<file path="src/rtl/alu_mc_pkg.sv">
// rtl/alu_mc_pkg.sv - op codes, FSM states and helpers shared by the multi-cycle ALU
package alu_mc_pkg;

    localparam logic [3:0] OP_AND   = 4'd0;
    localparam logic [3:0] OP_OR    = 4'd1;
    localparam logic [3:0] OP_ADD   = 4'd2;
    localparam logic [3:0] OP_OR2   = 4'd3;
    localparam logic [3:0] OP_ANDN  = 4'd4;
    localparam logic [3:0] OP_ORN   = 4'd5;
    localparam logic [3:0] OP_SUB   = 4'd6;
    localparam logic [3:0] OP_SLT   = 4'd7;
    localparam logic [3:0] OP_MULT  = 4'd8;
    localparam logic [3:0] OP_MULTU = 4'd9;
    localparam logic [3:0] OP_DIV   = 4'd10;
    localparam logic [3:0] OP_DIVU  = 4'd11;
    localparam logic [3:0] OP_MFHI  = 4'd12;
    localparam logic [3:0] OP_MFLO  = 4'd13;

    typedef enum logic [1:0] {
        ST_IDLE = 2'd0,
        ST_RUN  = 2'd1,
        ST_FIX  = 2'd2
    } state_t;

    // Ops 8..11 go through the iterative mul/div unit
    function automatic logic is_long_op(input logic [3:0] op);
        return op[3:2] == 2'b10;
    endfunction

endpackage

</file>
<file path="src/rtl/alu_mc_mdu_iter.sv">
// rtl/alu_mc_mdu_iter.sv - iterative shift-add multiplier / restoring divider, one bit per cycle
module mdu_iter #(
    parameter int WIDTH = 32,
    parameter int CNT_W = $clog2(WIDTH) + 1
) (
    input  logic             clk,
    input  logic             rst_n,
    input  logic             load_i,
    input  logic             step_i,
    input  logic [1:0]       op_i,
    input  logic [WIDTH-1:0] a_i,
    input  logic [WIDTH-1:0] b_i,
    output logic [WIDTH-1:0] hi_o,
    output logic [WIDTH-1:0] lo_o,
    output logic             fin_o,
    output logic             dz_o
);

    logic [WIDTH-1:0] acc_q, acc_d;
    logic [WIDTH-1:0] x_q, x_d;
    logic [WIDTH-1:0] m_q;
    logic [CNT_W-1:0] cnt_q;
    logic             is_div_q, neg_p_q, neg_r_q, dz_q;

    logic             sgn;
    logic [WIDTH-1:0] a_mag, b_mag;
    logic [WIDTH:0]   add_sum, shifted, sub_diff;
    logic [2*WIDTH-1:0] prod, prod_n;
    logic [WIDTH-1:0] q_n, r_n;

    // op_i[0]=0 selects the signed variant; work on magnitudes, fix signs at the end
    assign sgn   = ~op_i[0];
    assign a_mag = (sgn && a_i[WIDTH-1]) ? -a_i : a_i;
    assign b_mag = (sgn && b_i[WIDTH-1]) ? -b_i : b_i;

    always_comb begin
        acc_d    = acc_q;
        x_d      = x_q;
        add_sum  = {1'b0, acc_q} + (x_q[0] ? {1'b0, m_q} : '0);
        shifted  = {acc_q, x_q[WIDTH-1]};
        sub_diff = shifted - {1'b0, m_q};
        if (is_div_q) begin
            if (!sub_diff[WIDTH]) begin
                acc_d = sub_diff[WIDTH-1:0];
                x_d   = {x_q[WIDTH-2:0], 1'b1};
            end else begin
                acc_d = shifted[WIDTH-1:0];
                x_d   = {x_q[WIDTH-2:0], 1'b0};
            end
        end else begin
            acc_d = add_sum[WIDTH:1];
            x_d   = {add_sum[0], x_q[WIDTH-1:1]};
        end
    end

    assign prod   = {acc_q, x_q};
    assign prod_n = neg_p_q ? -prod : prod;
    assign q_n    = neg_p_q ? -x_q : x_q;
    assign r_n    = neg_r_q ? -acc_q : acc_q;

    // Divide-by-zero leaves the dividend magnitude in acc, so hi comes out as srca
    assign hi_o  = is_div_q ? r_n : prod_n[2*WIDTH-1:WIDTH];
    assign lo_o  = is_div_q ? (dz_q ? '1 : q_n) : prod_n[WIDTH-1:0];
    assign fin_o = step_i && (cnt_q == CNT_W'(WIDTH - 1));
    assign dz_o  = dz_q;

    always_ff @(posedge clk or negedge rst_n) begin
        if (!rst_n) begin
            acc_q    <= '0;
            x_q      <= '0;
            m_q      <= '0;
            cnt_q    <= '0;
            is_div_q <= 1'b0;
            neg_p_q  <= 1'b0;
            neg_r_q  <= 1'b0;
            dz_q     <= 1'b0;
        end else if (load_i) begin
            acc_q    <= '0;
            x_q      <= a_mag;
            m_q      <= b_mag;
            cnt_q    <= '0;
            is_div_q <= op_i[1];
            neg_p_q  <= sgn & (a_i[WIDTH-1] ^ b_i[WIDTH-1]);
            neg_r_q  <= sgn & op_i[1] & a_i[WIDTH-1];
            dz_q     <= op_i[1] & (b_i == '0);
        end else if (step_i) begin
            acc_q <= acc_d;
            x_q   <= x_d;
            cnt_q <= cnt_q + CNT_W'(1);
        end
    end

endmodule

</file>
<file path="src/rtl/alu_mc.sv">
// rtl/alu_mc.sv - EX-stage ALU: single-cycle logic/arith ops plus iterative mul/div with HI/LO
module alu_mc
    import alu_mc_pkg::*;
#(
    parameter int WIDTH = 32,
    parameter int CNT_W = $clog2(WIDTH) + 1
) (
    input  logic             clk,
    input  logic             reset_n,
    input  logic             start,
    output logic             ready,
    input  logic [3:0]       op,
    input  logic [WIDTH-1:0] srca,
    input  logic [WIDTH-1:0] srcb,
    output logic [WIDTH-1:0] result,
    output logic             zero,
    output logic [WIDTH-1:0] hi,
    output logic [WIDTH-1:0] lo,
    output logic             done,
    output logic             div_zero
);

    state_t           state_q, state_d;
    logic [WIDTH-1:0] result_q, result_d;
    logic [WIDTH-1:0] hi_q, hi_d, lo_q, lo_d;
    logic             zero_q, zero_d, done_q, done_d, dz_q, dz_d;
    logic             accept;
    logic [WIDTH-1:0] short_res, mdu_hi, mdu_lo;
    logic             mdu_fin, mdu_dz;

    assign ready  = (state_q == ST_IDLE);
    assign accept = start && ready;

    mdu_iter #(
        .WIDTH (WIDTH),
        .CNT_W (CNT_W)
    ) u_mdu (
        .clk    (clk),
        .rst_n  (reset_n),
        .load_i (accept && is_long_op(op)),
        .step_i (state_q == ST_RUN),
        .op_i   (op[1:0]),
        .a_i    (srca),
        .b_i    (srcb),
        .hi_o   (mdu_hi),
        .lo_o   (mdu_lo),
        .fin_o  (mdu_fin),
        .dz_o   (mdu_dz)
    );

    always_comb begin
        short_res = '0;
        case (op)
            OP_AND:         short_res = srca & srcb;
            OP_OR, OP_OR2:  short_res = srca | srcb;
            OP_ADD:         short_res = srca + srcb;
            OP_ANDN:        short_res = srca & ~srcb;
            OP_ORN:         short_res = srca | ~srcb;
            OP_SUB:         short_res = srca - srcb;
            OP_SLT:         short_res = {{(WIDTH-1){1'b0}}, $signed(srca) < $signed(srcb)};
            OP_MFHI:        short_res = hi_q;
            OP_MFLO:        short_res = lo_q;
            default:        short_res = '0;
        endcase
    end

    always_comb begin
        state_d  = state_q;
        result_d = result_q;
        hi_d     = hi_q;
        lo_d     = lo_q;
        done_d   = 1'b0;
        dz_d     = dz_q;
        case (state_q)
            ST_IDLE: begin
                if (accept) begin
                    if (is_long_op(op)) begin
                        state_d = ST_RUN;
                    end else begin
                        result_d = short_res;
                        done_d   = 1'b1;
                        dz_d     = 1'b0;
                    end
                end
            end
            ST_RUN: begin
                if (mdu_fin) state_d = ST_FIX;
            end
            ST_FIX: begin
                state_d  = ST_IDLE;
                hi_d     = mdu_hi;
                lo_d     = mdu_lo;
                result_d = mdu_lo;
                done_d   = 1'b1;
                dz_d     = mdu_dz;
            end
            default: state_d = ST_IDLE;
        endcase
        zero_d = (result_d == '0);
    end

    always_ff @(posedge clk or negedge reset_n) begin
        if (!reset_n) begin
            state_q  <= ST_IDLE;
            result_q <= '0;
            zero_q   <= 1'b1;
            hi_q     <= '0;
            lo_q     <= '0;
            done_q   <= 1'b0;
            dz_q     <= 1'b0;
        end else begin
            state_q  <= state_d;
            result_q <= result_d;
            zero_q   <= zero_d;
            hi_q     <= hi_d;
            lo_q     <= lo_d;
            done_q   <= done_d;
            dz_q     <= dz_d;
        end
    end

    assign result   = result_q;
    assign zero     = zero_q;
    assign hi       = hi_q;
    assign lo       = lo_q;
    assign done     = done_q;
    assign div_zero = dz_q;

endmodule
</file>
<file path="config.mk">
export PLATFORM = sky130hd
export DESIGN_NAME = alu_mc
export DESIGN_NICKNAME = d
export VERILOG_FILES = /design/src/rtl/alu_mc_pkg.sv /design/src/rtl/alu_mc_mdu_iter.sv /design/src/rtl/alu_mc.sv
export SDC_FILE = /design/constraint.sdc
export NUM_CORES = 1
export LEC_CHECK = 0
export BUFFER_PORTS_ARGS = -buffer_cell sky130_fd_sc_hd__buf_2
export CORE_MARGIN = 5
export CORE_UTILIZATION = 35
export CTS_BUF_LIST = sky130_fd_sc_hd__clkbuf_4 sky130_fd_sc_hd__clkbuf_8
export DETAILED_ROUTE_END_ITERATION = 7
export MAX_ROUTING_LAYER = met4
export PLACE_DENSITY = 0.51
export REMOVE_ABC_BUFFERS = 1
export SYNTH_ARGS = -nofsm -noshare
export SYNTH_HDL_FRONTEND = slang
export SYNTH_HIERARCHICAL = 1
export SYNTH_SLANG_ARGS = --single-unit
export TNS_END_PERCENT = 30
</file>
<file path="constraint.sdc">
create_clock -name clk -period 10.1 [get_ports clk]
set_input_delay 0.505 -clock clk [delete_from_list [all_inputs] [get_ports clk]]
set_output_delay 0.505 -clock clk [all_outputs]
set_load 0.01 [all_outputs]
</file>
=== Word level (Yosys, flattened, before mapping) ===
Cells that the tools add are included.

* Bitwise gates (word level): 11
* Muxes and demuxes: 33
* Add/subtract/negate cells: 10
* Equal/unequal tests: 17
* Reductions and logical operators: 14
* Magnitude comparators: 1

{| class="wikitable"
|+ Operators with widths
! cell !! count
|-
| 2-to-1 mux 32 bit || 17
|-
| case mux 32 bit (9 select lines) || 1
|-
| negator 32 bit || 4
|-
| bitwise AND 32 bit || 2
|-
| zero test 32 bit || 2
|-
| 2-to-1 mux 64 bit || 1
|-
| negator 64 bit || 1
|-
| OR 32 bit || 2
|-
| case mux 32 bit (2 select lines) || 1
|-
| adder 32 x 33 -> 33 bit || 1
|-
| subtractor 33 x 32 -> 33 bit || 1
|-
| adder 32 bit || 1
|-
| less-than comparator 32 bit || 1
|-
| inverter 32 bit || 1
|-
| subtractor 32 bit || 1
|-
| equality test 4 x 3 -> 1 bit (second input constant) || 4
|-
| 2-to-1 mux 6 bit || 2
|-
| equality test 4 x 2 -> 1 bit (second input constant) || 2
|-
| equality test 4 bit (second input constant) || 2
|-
| adder 6 x 1 -> 6 bit (second input constant) || 1
|-
| equality test 6 x 5 -> 1 bit (second input constant) || 1
|-
| 2-to-1 mux 2 bit || 3
|-
| AND reduction 3 bit || 2
|-
| logical AND 1 bit || 5
|-
| other kinds (15) || 27
|}

* Register bits: 207
* Bits of input ports: 71
* Logic and storage cells: 101
* Output and inout port bits: 100

=== Logic depth before layout (Yosys ltp) ===
* Depth after elaboration: 7
* Depth in mapped cells: 22
* Depth with buffers taken out: 20

=== Modules after synthesis ===
Netlist, hierarchy kept.

{| class="wikitable"
|+ By module, submodules not included
! module !! times used !! sequential area each (µm²) !! cells an instance !! area an instance (µm²)
|-
| mdu_iter || 1 || 2652.5 || 1480 || 11288.3
|-
| alu_mc || 1 || 2528.7 || 1383 || 10396.2
|}

=== Worst setup path before layout ===
No wires, ideal clock.

* Path kind: reg2reg
* From: register u_mdu.x_q[0]
* To: register zero_q (netlist: zero)
* Cell stages (with the launch flop): 23
* Arrival: 4.066 ns
* Data required time: 10.025 ns
* Path buffers: 2
* Setup time: 0.075 ns
* Slack: 5.958 ns
* Clock period less this slack: 4.142 ns
* Cells stage by stage: dfrtp_1 > inv_1 > clkbuf_1 > ha_1 > nand2b_1 > nor4_2 > nand2_1 > or4_1 > or3_1 > buf_2 > o21ai_0 > xor2_1 > nand2_1 > nand2_1 > o21ai_0 > a21oi_1 > nand4_1 > a21o_1 > o311ai_0 > o211ai_1 > nor4_1 > nand4_1 > nor3_2

* Word-level cells in the longest chain between the ends: 6

{| class="wikitable"
|+ Ends and longest elaborated chain
! item !! line !! text
|-
| from (decl) || alu_mc_mdu_iter.sv:20 || <nowiki>logic [WIDTH-1:0] x_q, x_d;</nowiki>
|-
| from (signal assigned) || alu_mc_mdu_iter.sv:79 || <nowiki>x_q <= a_mag;</nowiki>
|-
| negator 32 bit || alu_mc_mdu_iter.sv:58 || <nowiki>assign q_n = neg_p_q ? -x_q : x_q;</nowiki>
|-
| 2-to-1 mux 32 bit || alu_mc_mdu_iter.sv:58 ||
|-
| 2-to-1 mux 32 bit || alu_mc_mdu_iter.sv:63 || <nowiki>assign lo_o = is_div_q ? (dz_q ? '1 : q_n) : prod_n[WIDTH-1:0];</nowiki>
|-
| 2-to-1 mux 32 bit (*) || alu_mc_mdu_iter.sv:63 ||
|-
| net mdu_lo[30] || alu_mc.sv:28 || <nowiki>logic [WIDTH-1:0] short_res, mdu_hi, mdu_lo;</nowiki>
|-
| case mux 32 bit (2 select lines) (*) || alu_mc.sv:74 || <nowiki>case (state_q)</nowiki>
|-
| net result_d[30] || alu_mc.sv:24 || <nowiki>logic [WIDTH-1:0] result_q, result_d;</nowiki>
|-
| zero test 32 bit (*) || alu_mc.sv:99 || <nowiki>zero_d = (result_d == '0);</nowiki>
|-
| net zero_d || alu_mc.sv:26 || <nowiki>logic zero_q, zero_d, done_q, done_d, dz_q, dz_d;</nowiki>
|-
| to (signal assigned) || alu_mc.sv:114 || <nowiki>zero_q <= zero_d;</nowiki>
|-
| to (decl) || alu_mc.sv:26 ||
|}

The timed path passes the listed nets; every way through them passes the cells marked *.
A chain may end at the register's enable or synchronous reset.

=== Worst setup path after layout ===
Ends and elaborated chain as after synthesis.

==> qor.csv <==
metric,value,unit
GRT overflow,0,
crit path DAT,6070,ps
leakage,11.0,nW
CTS tree,done,
Detail Placement HPWL,71300,um
CP top delay family,simple AND/OR/NAND/NOR gates,
Yosys cell types,108,
num ports,171,
Worst Setup End Kind,flop,
slowest CP cell,inv_1,
die width,259,um
maximum vdd drop,0.135,mV
most frequent cells in the layout,"nand2_1 (396), a21oi_1 (281), nor2_1 (258)",
Final setup viols,0,
status,finished clean,
Worst-path clk slew,60,ps
largest net degree at the start of global routing,92,
Clock Tree Buf Depth,3,
CP startpoint kind,flop,
CP required,10600,ps
Synth async-reset ratio,100,%
Max-Cap Viols,0,
area of the multi-input gates,15400,um2
CP Max Fanout,32,
cell mode on critical path,nand2_1,
I/O Buffers,170,
"Seq/Total Area, Yosys",23.9,%
Seq cells post-synth,207,
"Primary FF master, synth",dfrtp_1,
clock root buffer,clkbuf_8,
Initial Util,35.3,%
worst-margin pin slew,1220,ps
Detailed Routing Iterations Pass 1,6,
"Buf+Inv Stages, Crit Path",1,
clock sinks,207,
FMAX,0.180,GHz
"commonest non-fill, non-tap cell in the layout",nand2_1,
PD cells,299,nW/um2
"Slew Viols, Final",0,
Worst Setup SP,u_mdu/x_q[0],
Post-synth EDFFs,0,
first-pass GRT wire length,138000,um
critical path's largest stage delay,850,ps
DR vias,22833,
post-synth top area share,23.8,%
RSZ-0062 raised after global routing,false,
Setup CP Type,flop to flop,
vias in the first global route,21771,
final worst path period need,5570,ps
total global-route track usage,27.1,%
Syn Area/Cell,7.57,um2
ANT nets after route,0,
Hold Startpoint,srcb[1],
Sequential Area,5180,um2
Post-Syn Instances,2863,
normalized max-slew margin,18.6,%
row cnt,91,
area growth from synthesis to layout,10.9,%
Crit Reg-Reg Startpoint,u_mdu/x_q[0],
leading area contributor after synthesis,dfrtp_1,
Fin Setup TNS,0,ps
Final Skew,27.6,ps
Power Total,0.00718,W
antenna violations before repair,4,
period utilization,55.1,%
Final Hold Vio Count,0,
CP cell instances,"inv_1, ha_1, nand2b_1, nor4_2, nand2_1, or4_1, or3_1, o21ai_0, xor2_1, nand2_1, nand2_1, o21ai_0, a21oi_1, nand4_1, a21o_1, o311ai_0, o211ai_1, nor4_1, nand4_1, nor3_2",
routed length per instance,24.4,um
share of cells above drive strength 1,11.9,%
Post-Syn Area,21700,um2
CTS H-tree depth,2,
die footprint,67000,um2
Hold Crit Class,input pin to flop,
Core ar.,61500,um2
drt drc,0,
drt total wl,92200,um
Synth area leaders,"dfrtp_1 (24%), ha_1 (7.6%), nand2_1 (6.9%), a21oi_1 (6.5%), xnor2_1 (4.7%)",
die height,259,um
RD Place Congestion,0.995,
Via-to-Cell Ratio,6.05,
fin nets,3161,
Fill cells,6539,
Synth warnings,6,
Skew-Pair Late Insertion Delay,580,ps
cts bufs inserted,39,
drt initial violations,2257,
layout make-up:
class | instances | share of cell area, %
Multi-Input combinational cell | 2372 | 64.0
Inverter | 128 | 2.00
Antenna cell | 3 | 0.0312
Sequential cell | 207 | 21.6
Clock inverter | 11 | 0.463
Clock buffer | 59 | 3.09
Tap cell | 790 | 4.11
Timing Repair Buffer | 206 | 4.73
worst reg2reg max path: stages, from the launching register on:
cell,delay (ps)
dfrtp_1,420
inv_1,850
ha_1,330
nand2b_1,130
nor4_2,460
nand2_1,220
or4_1,500
or3_1,460
o21ai_0,240
xor2_1,160
nand2_1,110
nand2_1,100
o21ai_0,100
a21oi_1,160
nand4_1,110
a21o_1,180
o311ai_0,90
o211ai_1,180
nor4_1,380
nand4_1,180
nor3_2,140
routing by layer:
layer / vias to the layer above / GRT usage (%) / part of all wire [%]
met4: 0 / 6.61 / 2.7
met5: - / - / 0
met2: 1041 / 41.3 / 45
met1: 11090 / 38.4 / 45
met3: 137 / 3.64 / 7.3
li1: 10565 / - / -
cell usage after synthesis (10+ instances only):
cell type and count:
o21ai_0 176, dfrtp_1 206, buf_2 29, nor2b_1 38
o21bai_1 14, o41ai_1 14, clkbuf_1 101, nor2_1 259
a21o_1 53, o21a_1 12, a21oi_1 281, and3_1 19
nand3_1 65, nand2_1 397, inv_1 126, a211oi_1 51
mux2_2 15, a31oi_1 33, ha_1 132, xor2_1 106
nand2b_1 31, a221oi_1 14, o211ai_1 36, nand4_1 21
and2_1 15, or3_1 17, o221ai_1 14, buf_1 16
a22oi_1 15, nor4_1 20, o31ai_1 37, mux2i_1 78
o22ai_1 10, or4_1 14, xnor2_1 117, a32oi_1 14
nor3_1 64
registers in the layout (all words and copies together), names as in the netlist, 2 cells and up:
register / flops
result: 32
u_mdu/m_q: 32
hi: 32
u_mdu/acc_q: 32
state_q: 2
u_mdu/x_q: 32
u_mdu/cnt_q: 6
lo: 32
worst paths after layout:
check	to	slack [ps]	cells after the start
setup / recovery	zero	4530	20
hold / removal	u_mdu/m_q[1]	340	3
setup reg to reg	zero	4530	20
hold reg to reg	lo[1]	500	2
max in group asynchronous	hi[3]	7340	4
min in group asynchronous	u_mdu/m_q[29]	580	2
what timing repair did:
action	in CTS	in global routing
gates resized for setup	0	0
endpoints found under the setup margin	0	0
hold buffers	1	0
setup buffers	0	0
hold endpoints to repair	58	0
metrics by stage:
stage	area, um2	setup slack, ps	utilization [%]	hold WS, ps	std cells
6_report	24000	4530	39.1	335	3776
5_1_grt	24000	4110	39.1	322	3776
4_1_cts	24000	4550	39.1	292	3773
3_5_place_dp	23200	4550	37.7	485	3702
3_3_place_gp	23200	4620	37.7	478	3702
2_1_floorplan	21000	1920	-	209	2707
cells by family after synthesis:
family,after synthesis,synth area share (%)
adder cells (fa/ha/maj),137,8.03
multiplexers,94,4.45
AND/OR/NAND/NOR,1021,22.1
flip-flops,207,23.9
AO/OA/AOI/OAI,897,27.2
buffers and inverters,284,5.31
XOR/XNOR,223,9.01
where the power goes:
group          internal (W)  switching [W]  leakage, nW
Combinational       0.00181        0.00276         7.85
Sequential          0.00116       0.000520         2.66
Clock              0.000523       0.000409        0.456
Note: power is estimated with default switching activity, not from simulation.
